<file path="src/rtl/frontend_pkg.sv">
// Shared frontend types, width defaults and a helper that extracts one warp's
// field from a flattened per-warp bus.
package frontend_pkg;

  localparam int NUM_WARPS_DEF = 8;
  localparam int NUM_LANES_DEF = 16;
  localparam int ARCH_LEN_DEF  = 32;
  localparam int OP_BITS_DEF   = 9;
  localparam int INST_BITS_DEF = 64;

  // Widest flattened bus and widest single field flat_slice can handle.
  localparam int FLAT_MAX  = 1024;
  localparam int SLICE_MAX = 64;

  typedef logic [$clog2(NUM_WARPS_DEF)-1:0] warp_id_t;
  typedef logic [NUM_LANES_DEF-1:0]         tmask_t;

  // Field idx of a bus packed as idx*width +: width; the caller truncates.
  function automatic logic [SLICE_MAX-1:0] flat_slice(input logic [FLAT_MAX-1:0] bus,
                                                      input int width, input int idx);
    return SLICE_MAX'(bus >> (width * idx));
  endfunction

endpackage

</file>
<file path="src/rtl/warp_issue_scheduler_if.sv">
// Registered issue port between the warp scheduler (master) and backend
// dispatch (slave).
interface warp_issue_scheduler_if #(
  parameter int NUM_WARPS = 8,
  parameter int NUM_LANES = 16,
  parameter int ARCH_LEN  = 32,
  parameter int OP_BITS   = 9,
  parameter int INST_BITS = 64
) ();
  localparam int WW = (NUM_WARPS > 1) ? $clog2(NUM_WARPS) : 1;

  logic                 issue_valid;
  logic                 issue_ready;
  logic [WW-1:0]        issue_wid;
  logic [ARCH_LEN-1:0]  issue_pc;
  logic [OP_BITS-1:0]   issue_op;
  logic [NUM_LANES-1:0] issue_tmask;
  logic [INST_BITS-1:0] issue_raw;

  modport master (output issue_valid, issue_wid, issue_pc, issue_op, issue_tmask, issue_raw,
                  input  issue_ready);
  modport slave  (input  issue_valid, issue_wid, issue_pc, issue_op, issue_tmask, issue_raw,
                  output issue_ready);
endinterface

</file>
<file path="src/rtl/warp_issue_scheduler_rr_arbiter.sv">
// Combinational round-robin arbiter: grants the first requester at or above
// ptr, wrapping from N-1 to 0.
module rr_arbiter #(
  parameter int N  = 8,
  parameter int W  = (N > 1) ? $clog2(N) : 1
) (
  input  logic [N-1:0] req,
  input  logic [W-1:0] ptr,
  output logic [N-1:0] grant,
  output logic [W-1:0] grant_idx,
  output logic         any
);
  logic [W-1:0] cand;

  // Scan from the farthest offset down so the nearest requester wins last.
  always_comb begin
    grant_idx = '0;
    any       = 1'b0;
    cand      = '0;
    for (int i = N - 1; i >= 0; i--) begin
      cand = W'((int'(ptr) + i) % N);
      if (req[cand]) begin
        grant_idx = cand;
        any       = 1'b1;
      end
    end
    grant = any ? (N'(1) << grant_idx) : '0;
  end

endmodule

</file>
<file path="src/rtl/warp_issue_scheduler.sv">
// Picks one eligible warp per cycle (round-robin, credit-limited, stall-masked)
// and loads its ibuf head into the registered issue port.
module warp_issue_scheduler import frontend_pkg::*; #(
  parameter int NUM_WARPS    = NUM_WARPS_DEF,
  parameter int NUM_LANES    = NUM_LANES_DEF,
  parameter int ARCH_LEN     = ARCH_LEN_DEF,
  parameter int OP_BITS      = OP_BITS_DEF,
  parameter int INST_BITS    = INST_BITS_DEF,
  parameter int MAX_INFLIGHT = 4,
  localparam int WW = (NUM_WARPS > 1) ? $clog2(NUM_WARPS) : 1
) (
  input  logic                           clock,
  input  logic                           reset,
  input  logic [NUM_WARPS-1:0]           ibuf_valid,
  output logic [NUM_WARPS-1:0]           ibuf_ready,
  input  logic [NUM_WARPS*ARCH_LEN-1:0]  ibuf_pc,
  input  logic [NUM_WARPS*OP_BITS-1:0]   ibuf_op,
  input  logic [NUM_WARPS*NUM_LANES-1:0] ibuf_tmask,
  input  logic [NUM_WARPS*INST_BITS-1:0] ibuf_raw,
  input  logic [NUM_WARPS-1:0]           warp_stall,
  warp_issue_scheduler_if.master         issue,
  input  logic                           commit_valid,
  input  logic [WW-1:0]                  commit_wid,
  output logic                           err_underflow
);
  localparam int CW = $clog2(MAX_INFLIGHT + 1);

  logic                 issue_valid_q, issue_valid_d;
  logic [WW-1:0]        issue_wid_q, issue_wid_d;
  logic [ARCH_LEN-1:0]  issue_pc_q, issue_pc_d;
  logic [OP_BITS-1:0]   issue_op_q, issue_op_d;
  logic [NUM_LANES-1:0] issue_tmask_q, issue_tmask_d;
  logic [INST_BITS-1:0] issue_raw_q, issue_raw_d;
  logic [WW-1:0]        rr_ptr_q, rr_ptr_d;
  logic [CW-1:0]        inflight_q [NUM_WARPS];
  logic [CW-1:0]        inflight_d [NUM_WARPS];
  logic                 err_underflow_q, err_underflow_d;

  logic                 load;
  logic [NUM_WARPS-1:0] eligible, req, gnt_onehot;
  logic [WW-1:0]        gnt_idx;
  logic                 gnt_any;
  logic [FLAT_MAX-1:0]  pc_flat, op_flat, tmask_flat, raw_flat;

  assign pc_flat    = FLAT_MAX'(ibuf_pc);
  assign op_flat    = FLAT_MAX'(ibuf_op);
  assign tmask_flat = FLAT_MAX'(ibuf_tmask);
  assign raw_flat   = FLAT_MAX'(ibuf_raw);

  // The credit check sees the pre-commit count, so a commit frees a slot next cycle.
  always_comb begin
    load = ~issue_valid_q | issue.issue_ready;
    for (int g = 0; g < NUM_WARPS; g++) begin
      eligible[g] = ibuf_valid[g] & ~warp_stall[g] & (inflight_q[g] < CW'(MAX_INFLIGHT));
    end
    req = load ? eligible : '0;
  end

  rr_arbiter #(.N(NUM_WARPS), .W(WW)) u_arb (
    .req       (req),
    .ptr       (rr_ptr_q),
    .grant     (gnt_onehot),
    .grant_idx (gnt_idx),
    .any       (gnt_any)
  );

  assign ibuf_ready = gnt_onehot;

  always_comb begin
    issue_valid_d   = issue_valid_q;
    issue_wid_d     = issue_wid_q;
    issue_pc_d      = issue_pc_q;
    issue_op_d      = issue_op_q;
    issue_tmask_d   = issue_tmask_q;
    issue_raw_d     = issue_raw_q;
    rr_ptr_d        = rr_ptr_q;
    err_underflow_d = err_underflow_q;

    if (load) begin
      issue_valid_d = gnt_any;
      if (gnt_any) begin
        issue_wid_d   = gnt_idx;
        issue_pc_d    = ARCH_LEN'(flat_slice(pc_flat, ARCH_LEN, int'(gnt_idx)));
        issue_op_d    = OP_BITS'(flat_slice(op_flat, OP_BITS, int'(gnt_idx)));
        issue_tmask_d = NUM_LANES'(flat_slice(tmask_flat, NUM_LANES, int'(gnt_idx)));
        issue_raw_d   = INST_BITS'(flat_slice(raw_flat, INST_BITS, int'(gnt_idx)));
        rr_ptr_d      = WW'((int'(gnt_idx) + 1) % NUM_WARPS);
      end
    end

    // A commit against an empty counter is flagged and ignored, never wrapped.
    for (int g = 0; g < NUM_WARPS; g++) begin
      inflight_d[g] = inflight_q[g];
      if (commit_valid && (commit_wid == WW'(g))) begin
        if (inflight_q[g] == '0) err_underflow_d = 1'b1;
        else                     inflight_d[g]   = inflight_q[g] - CW'(1);
      end
      if (gnt_onehot[g]) inflight_d[g] = inflight_d[g] + CW'(1);
    end
  end

  // NOTE: reset is synchronous, so it lives inside the clocked branch and wins
  // over any same-cycle grant or commit; the credit array is reset too, since a
  // stale count would permanently block a warp.
  always_ff @(posedge clock) begin
    if (reset) begin
      issue_valid_q   <= 1'b0;
      issue_wid_q     <= '0;
      issue_pc_q      <= '0;
      issue_op_q      <= '0;
      issue_tmask_q   <= '0;
      issue_raw_q     <= '0;
      rr_ptr_q        <= '0;
      err_underflow_q <= 1'b0;
      for (int g = 0; g < NUM_WARPS; g++) inflight_q[g] <= '0;
    end else begin
      issue_valid_q   <= issue_valid_d;
      issue_wid_q     <= issue_wid_d;
      issue_pc_q      <= issue_pc_d;
      issue_op_q      <= issue_op_d;
      issue_tmask_q   <= issue_tmask_d;
      issue_raw_q     <= issue_raw_d;
      rr_ptr_q        <= rr_ptr_d;
      err_underflow_q <= err_underflow_d;
      for (int g = 0; g < NUM_WARPS; g++) inflight_q[g] <= inflight_d[g];
    end
  end

  assign issue.issue_valid = issue_valid_q;
  assign issue.issue_wid   = issue_wid_q;
  assign issue.issue_pc    = issue_pc_q;
  assign issue.issue_op    = issue_op_q;
  assign issue.issue_tmask = issue_tmask_q;
  assign issue.issue_raw   = issue_raw_q;
  assign err_underflow     = err_underflow_q;

endmodule

</file>
<file path="src/flat_wrapper.sv">
// flat-port wrapper written by rule: the top's interface ports become plain ports
module warp_issue_scheduler_flat import frontend_pkg::*;
#(
  parameter int NUM_WARPS    = NUM_WARPS_DEF,
  parameter int NUM_LANES    = NUM_LANES_DEF,
  parameter int ARCH_LEN     = ARCH_LEN_DEF,
  parameter int OP_BITS      = OP_BITS_DEF,
  parameter int INST_BITS    = INST_BITS_DEF,
  parameter int MAX_INFLIGHT = 4,
  localparam int WW = (NUM_WARPS > 1) ? $clog2(NUM_WARPS) : 1
)
  (clock, reset, ibuf_valid, ibuf_ready, ibuf_pc, ibuf_op, ibuf_tmask, ibuf_raw, warp_stall, commit_valid, commit_wid, err_underflow, issue_issue_valid, issue_issue_wid, issue_issue_pc, issue_issue_op, issue_issue_tmask, issue_issue_raw, issue_issue_ready);
  warp_issue_scheduler_if #(.NUM_WARPS(NUM_WARPS), .NUM_LANES(NUM_LANES), .ARCH_LEN(ARCH_LEN), .OP_BITS(OP_BITS), .INST_BITS(INST_BITS)) issue_i ();
  input  logic clock;
  input  logic reset;
  input  logic [NUM_WARPS-1:0] ibuf_valid;
  output logic [NUM_WARPS-1:0] ibuf_ready;
  input  logic [NUM_WARPS*ARCH_LEN-1:0] ibuf_pc;
  input  logic [NUM_WARPS*OP_BITS-1:0] ibuf_op;
  input  logic [NUM_WARPS*NUM_LANES-1:0] ibuf_tmask;
  input  logic [NUM_WARPS*INST_BITS-1:0] ibuf_raw;
  input  logic [NUM_WARPS-1:0] warp_stall;
  input  logic commit_valid;
  input  logic [WW-1:0] commit_wid;
  output logic err_underflow;
  output wire logic [$bits(issue_i.issue_valid)-1:0] issue_issue_valid;
  output wire logic [$bits(issue_i.issue_wid)-1:0] issue_issue_wid;
  output wire logic [$bits(issue_i.issue_pc)-1:0] issue_issue_pc;
  output wire logic [$bits(issue_i.issue_op)-1:0] issue_issue_op;
  output wire logic [$bits(issue_i.issue_tmask)-1:0] issue_issue_tmask;
  output wire logic [$bits(issue_i.issue_raw)-1:0] issue_issue_raw;
  input wire logic [$bits(issue_i.issue_ready)-1:0] issue_issue_ready;
  assign issue_issue_valid = issue_i.issue_valid;
  assign issue_issue_wid = issue_i.issue_wid;
  assign issue_issue_pc = issue_i.issue_pc;
  assign issue_issue_op = issue_i.issue_op;
  assign issue_issue_tmask = issue_i.issue_tmask;
  assign issue_issue_raw = issue_i.issue_raw;
  assign issue_i.issue_ready = issue_issue_ready;
  warp_issue_scheduler #(.NUM_WARPS(NUM_WARPS), .NUM_LANES(NUM_LANES), .ARCH_LEN(ARCH_LEN), .OP_BITS(OP_BITS), .INST_BITS(INST_BITS), .MAX_INFLIGHT(MAX_INFLIGHT)) u_core (.clock(clock), .reset(reset), .ibuf_valid(ibuf_valid), .ibuf_ready(ibuf_ready), .ibuf_pc(ibuf_pc), .ibuf_op(ibuf_op), .ibuf_tmask(ibuf_tmask), .ibuf_raw(ibuf_raw), .warp_stall(warp_stall), .issue(issue_i), .commit_valid(commit_valid), .commit_wid(commit_wid), .err_underflow(err_underflow));
endmodule
</file>
<file path="config.mk">
export PLATFORM = sky130hd
export DESIGN_NAME = warp_issue_scheduler_flat
export DESIGN_NICKNAME = d
export VERILOG_FILES = /design/src/rtl/frontend_pkg.sv /design/src/rtl/warp_issue_scheduler_if.sv /design/src/rtl/warp_issue_scheduler_rr_arbiter.sv /design/src/rtl/warp_issue_scheduler.sv /design/src/flat_wrapper.sv
export SDC_FILE = /design/constraint.sdc
export NUM_CORES = 1
export LEC_CHECK = 0
export CAP_MARGIN = 20
export CORE_AREA = 2 2 437 439
export DETAILED_ROUTE_END_ITERATION = 10
export DIE_AREA = 0 0 439 441
export GPL_ROUTABILITY_DRIVEN = 0
export HOLD_SLACK_MARGIN = 0.03
export MAX_ROUTING_LAYER = met4
export PLACE_DENSITY = 0.3
export SYNTH_ARGS = -nofsm -noshare
export SYNTH_HDL_FRONTEND = slang
export SYNTH_HIERARCHICAL = 1
export SYNTH_SLANG_ARGS = --single-unit
</file>
<file path="constraint.sdc">
create_clock -name clock -period 5 [get_ports clock]
set_clock_uncertainty 0.15 [all_clocks]
set_input_delay 0.75 -clock clock [delete_from_list [all_inputs] [get_ports clock]]
set_output_delay 0.75 -clock clock [all_outputs]
set_load 0.05 [all_outputs]
</file>
==> metrics.txt, run 1 <==
Top cell by count, worst path buf_4; Max stage delay on crit path 500 ps; synthesis-stage register bit count between 150 and 200; average wire per standard cell 29.0 µm; outcome finished clean; Clock transition at path regs 80 ps; # IOs 1125; worst-path fanout max 7; DIE HEIGHT 441 µm; dpl hpwl around 130 mm; pre-CTS setup slack -788 ps; gr usage total 15.1%; Hold Fails Final Rpt 0; vias in the first global route 17900; nets@finish 3483; 1st-pass router iterations 5; grt ovf 0; drt drc 0; Avg Cell Area, Syn 11.2 µm²; Post-CTS Hold Buffers 0; setup violators final 0; fin crit period 4810 ps; IO buf count 1124; P per Cell Area 872 nW/µm²; Worst path top cell family by delay buffers and inverters; number of synthesized flops with an enable pin 0; FFs w/ async S/R, synth 0%; Rows 160; top cell type by total area after synthesis mux4_2; H-tree depth 4; Worst setup SP type input port; unrepaired setup endpoints after global routing false; starting density of the core roughly 7.3%; crit end category output port; Max stage delay cell, worst path mux4_2; # clock sinks 153; prevailing post-synth register cell dfxtp_1; MaxCap Viol Count 0; kind of critical path in -> out; DIE AREA 194000 µm²; Post-DRT Antenna Nets 0; first-pass GRT wire length 184 mm; Max transition margin 24.1%; synth warn 6; Area contributors post-synth mux4_2 (40%), dfxtp_1 (22%), o22ai_1 (5.6%); P_leak ~10 nW; final worst setup slack approximately 190 ps; crit share post-route 96.3%; DP Area 29500 µm²; initial antenna violation count between 80 and 90; Hold WS around 300 ps; post-synth top area share 40.0%; Yosys cell types 65; Worst Path Arrival 3910 ps; Hold Crit Class reg -> reg; maximum number of pins on one net before global-route repair 98; CTS root buf clkbuf_16; Final Power between 20 and 30 mW; Final Cell Area 30300 µm²; Max Buffers Root-to-Sink 2; critical path, cell by cell dlygate4sd2_1 > nor2b_4 > buf_4 > nor4b_2 > mux2_2 > mux4_2 > buf_4 > a2111oi_4 > nand3_2 > a41oi_4 > inv_8 > nor4_2 > buf_4 > buf_12; Die X 439 µm; WP data required 4100 ps; sequential fraction of the synthesis area 22.3%; clock latency on the worst-skew pair around 550 ps; FMAX 208 MHz; CTS tree done; via count 16500; area grow syn2layout 121%; non-filler cells, final 5015; VDD IR-drop max 0.000392 V; Worst-Margin Slew 1130 ps; final WL 145 mm; sum of buffers and inverters on the critical path 6; Syn Inst Count 1228; layout cells sized above 1 between 20% and 30%; DP Cell Count a little under 5000; Syn Nets 2254; core area 189000 µm²; initial drt markers 1015; via-per-instance ratio 3.29; Max Slew Vio Count 0; mapped cell area between 10000 and 15000 µm²; Num CTS Buffers 17
[cell type report]
class                           instances  area (µm²)
Fill cell                           21200      159000
Timing Repair Buffer                 1334       13400
Multi-Input combinational cell        903        9880
Tap cell                             2511        3140
Sequential cell                       153        3060
Clock buffer                           21         470
Inverter                               48         188
Clock inverter                         11         113
Antenna cell                           34        85.1
[cells in the final DEF (no fill, tap or decap), drive strengths merged, types with 3 or more instances in the layout]
master / netlist / layout
o22ai: 122 / 122
nand4b: 4 / 4
buf: 75 / 218
nand2: 25 / 25
and2b: 3 / 3
nor3: 129 / 129
o21ai: 13 / 13
nor4b: 10 / 10
clkinvlp: 0 / 4
clkinv: 1 / 3
ha: 35 / 35
nor3b: 5 / 5
a211oi: 4 / 4
mux4: 249 / 249
nand3: 6 / 6
and4bb: 3 / 3
mux2: 22 / 22
xnor2: 19 / 19
clkdlybuf4s50: 0 / 1114
nand2b: 4 / 4
clkbuf: 50 / 22
dfxtp: 153 / 153
mux2i: 26 / 26
a22oi: 3 / 3
diode: 0 / 34
a21oi: 20 / 20
o21a: 9 / 9
nor2b: 11 / 12
nor2: 153 / 153
inv: 47 / 51
[worst min-delay path, delay by kind of cell (launching register included)]
kind	cells	cell delay, ps
flip-flops	1	320
AND/OR/NAND/NOR	1	50
AO/OA/AOI/OAI	1	50
[path summary, 6_finish.rpt]
check	from	endpoint	slack, ps	cells after the start
worst min register to register	u_core/issue.issue_wid[2]	u_core/issue.issue_wid[2]	310	2
worst min-delay path	u_core/issue.issue_wid[2]	u_core/issue.issue_wid[2]	310	2
worst max-delay path	issue_issue_ready	ibuf_ready[0]	190	14
worst max register to register	u_core/rr_ptr_q[0]	u_core/issue.issue_raw[55]	390	16
[layer usage]
| layer | part of all wire [%] | wire [µm] | track usage, % | vias up |
|---|---|---|---|---|
| met5 | 0 | 0 | - | - |
| met4 | 1.2 | 1750 | 2.31 | 0 |
| met3 | 7.5 | 10800 | 5.18 | 113 |
| met2 | 49 | 71700 | 24.9 | 658 |
| met1 | 42 | 60900 | 17.9 | 8311 |
| li1 | - | - | - | 7412 |
[what timing repair did]
item                                    in CTS  in global routing
gates cloned                                 1                  0
setup buffers                                1                  4
endpoints found under the setup margin      10                  5
pin swaps                                    1                  0
gates resized for setup                     17                  5
[state kept, by name, indices dropped and copies added, names as in the netlist]
register,count
u_core/rr_ptr_q,3
u_core/issue.issue_op,9
u_core/issue.issue_raw,64
u_core/issue.issue_tmask,16
u_core/issue.issue_valid,1
u_core/issue.issue_wid,3
u_core/inflight_q,24
u_core/issue.issue_pc,32
u_core/err_underflow,1
[cell usage after synthesis (21+ instances only)]
cell type and n:
o22ai_1 122, inv_1 46, mux2i_1 26, buf_6 21, nand2_1 25, clkbuf_1 46, dfxtp_1 153, mux4_2 244
ha_1 35, buf_2 49, nor3_1 128, nor2_1 149
[power by group]
| group | leakage [nW] | switching, mW | internal (mW) |
|---|---|---|---|
| Clock | 0.274 | 0.775 | 0.733 |
| Combinational | 8.91 | 11.9 | 11.0 |
| Sequential | 1.27 | 0.302 | 1.75 |
[kinds of logic (layout without fill, tap and decap cells)]
kind of cell / count (synthesis) / in the layout / share of synthesized area [%]
compound gates: 188 / 188 / 8.98
simple gates: 361 / 362 / 12.8
other cells: 0 / 34 / 0
fa+ha+maj: 35 / 35 / 3.19
buf+inv: 173 / 1414 / 6.75
flops: 153 / 153 / 22.3
xor+xnor: 21 / 21 / 1.34
mux: 297 / 297 / 44.7
[through the flow]
step | setup TNS [ps] | utilization (%)
2_1_floorplan | -645 | -
3_3_place_gp | -43160 | 15.6
3_5_place_dp | -46230 | 15.6
4_1_cts | 0 | 15.9
5_1_grt | 0 | 16.0
6_report | 0 | 16.0
Note: power is estimated with default switching activity, not from simulation.
==> run 2: changes to the inputs <==
--- a/config.mk
+++ b/config.mk
@@ -5,7 +5,7 @@
 export SDC_FILE = /design/constraint.sdc
 export NUM_CORES = 1
 export LEC_CHECK = 0
-export CAP_MARGIN = 20
+export CAP_MARGIN = 0
 export CORE_AREA = 2 2 437 439
 export DETAILED_ROUTE_END_ITERATION = 10
 export DIE_AREA = 0 0 439 441
@@ -13,6 +13,7 @@
 export HOLD_SLACK_MARGIN = 0.03
 export MAX_ROUTING_LAYER = met4
 export PLACE_DENSITY = 0.3
+export SLEW_MARGIN = 5
 export SYNTH_ARGS = -nofsm -noshare
 export SYNTH_HDL_FRONTEND = slang
 export SYNTH_HIERARCHICAL = 1
==> metrics.txt, run 2 (same netlist as run 1, synthesis figures left out) <==
outcome finished clean; via count 16600 (+0.41%); most frequent cells in the layout clkdlybuf4s50_1 (1114), mux4_2 (246), buf_4 (172), dfxtp_1 (152), nor2_1 (149); final WL 145 mm (about the same); final worst setup slack 196 ps (+8.84 ps); Num CTS Buffers 17 (unchanged); grt ovf 0 (unchanged); Max Slew Vio Count 0 (unchanged); setup violators final 0 (unchanged); WP data required 4100 ps (about the same); 1st-pass router iterations 5 (unchanged); Hold Fails Final Rpt 0 (unchanged); clock latency on the worst-skew pair 550 ps (about the same); MaxCap Viol Count 0 (unchanged); critical path, cell by cell dlygate4sd2_1 > nor2b_4 > buf_4 > nor4b_2 > mux2_2 > mux4_2 > buf_4 > a2111oi_4 > nand3_2 > a41oi_4 > inv_8 > nor4_2 > buf_4 > buf_12; sum of buffers and inverters on the critical path 6 (unchanged); CTS tree done; Largest register FFs 64 (unchanged); P_leak 10.4 nW (about the same); nets@finish 3482 (-0.029%); drt drc 0 (unchanged); Top cell by count, worst path buf_4; layout cells sized above 1 22.0% (-0.032 points); DIE AREA 194000 µm² (unchanged); dpl hpwl 128 mm (unchanged); initial drt markers 1037 (+2.2%); unrepaired setup endpoints after global routing false; Die X 439 µm (unchanged); Post-CTS Hold Buffers 0 (unchanged); flip-flop and latch area 3060 µm² (unchanged); crit share post-route 96.1% (-0.18 points); Max Buffers Root-to-Sink 2 (unchanged); via-per-instance ratio 3.30 (+0.43%); Worst path top cell family by delay buffers and inverters; Worst-Margin Slew 1130 ps (-1.11 ps); DIE HEIGHT 441 µm (unchanged); fin crit period 4800 ps (-8.84 ps); average wire per standard cell 29.0 µm (about the same); Clock transition at path regs 80 ps (about the same); Worst Path Arrival 3900 ps (about the same); CTS root buf clkbuf_16; Max stage delay cell, worst path mux4_2; Filler cells 21200 (+0.0094%); Rows 160 (unchanged); worst-path fanout max 7 (unchanged); first-pass GRT wire length 184 mm (unchanged); kind of critical path in -> out; most common cell after layout, fill and taps aside clkdlybuf4s50_1; Post-DRT Antenna Nets 0 (unchanged); FMAX 208 MHz (+0.18%); IO buf count 1124 (unchanged); pre-CTS setup slack -788 ps (unchanged); DP Cell Count 4942 (unchanged); area grow syn2layout 120% (about the same); core area 189000 µm² (unchanged); P per Cell Area 872 nW/µm² (about the same); Max stage delay on crit path 500 ps (about the same); H-tree depth 4 (unchanged); Max transition margin 24.2% (+0.074 points); Hold WS 308 ps (-0.346 ps); Worst setup SP type input port; initial antenna violation count 88 (unchanged); area occupied by multi-input gates 9880 µm² (unchanged); crit end category output port; starting density of the core 7.27% (unchanged); vias in the first global route 17900 (unchanged); # clock sinks 153 (unchanged); Post-Route Utilization 16.0% (about the same); maximum number of pins on one net before global-route repair 98 (unchanged); VDD IR-drop max 0.000393 V (+0.41%); non-filler cells, final 5014 (-0.020%); # IOs 1125 (unchanged); gr usage total 15.1% (unchanged); Hold Crit Class reg -> reg
run 2: cell count changes in the layout (fill, tap and decap cells not counted), sizes merged:
cell  delta
buf      -1
run 2: tightest hold or removal path: stages, from the launching register on:
cell and delay, ps:
dfxtp_1 320, nand2_1 50, a21oi_1 50
run 2: worst paths after layout:
kind	slack, ps	depth (start not counted)	endpoint	from
max	200	14	ibuf_ready[0]	issue_issue_ready
min	310	2	u_core/issue.issue_wid[2]	u_core/issue.issue_wid[2]
max reg2reg	420	18	u_core/issue.issue_raw[55]	u_core/issue.issue_valid
min reg2reg	310	2	u_core/issue.issue_wid[2]	u_core/issue.issue_wid[2]
run 2: repair_timing:
item                                    in CTS  in global routing
cloned                                       1                  0
resized for setup                           17                  5
setup buffers                                1                  4
endpoints found under the setup margin      10                  5
pin swaps                                    1                  0
run 2: through the flow:
| step | area (µm²) | setup TNS, ps | power, mW |
|---|---|---|---|
| finish | 30300 | 0 | 26.4 |
| global route | 30300 | 0 | 28.2 |
| CTS | 30200 | 0 | 27.1 |
| detailed placement | 29500 | -46230 | 25.3 |
| global placement | 29500 | -43160 | 25.4 |
| floorplan | 13700 | -645 | 14.8 |
run 2: per-layer routing:
metal | vias to the layer above | GRT usage (%) | share of wire [%]
li1 | 7412 | - | -
met1 | 8383 | 17.9 | 42
met2 | 654 | 24.9 | 49
met3 | 113 | 5.18 | 7.5
met4 | 0 | 2.31 | 1.2
met5 | - | - | 0
run 2: layout make-up:
cell class	instances	share of cell area, %
diodes	34	0.281
multi-input cells	903	32.6
clock buffers	21	1.55
inverters	48	0.619
well taps	2511	10.4
repair buffers	1333	44.1
clock inverters	11	0.372
flip-flops and latches	153	10.1
run 2: power breakdown:
part	internal [mW]	leakage (nW)	switching (mW)
logic	11.0	8.90	11.9
registers	1.75	1.27	0.302
clock network	0.733	0.274	0.776
total	13.5	10.4	13.0
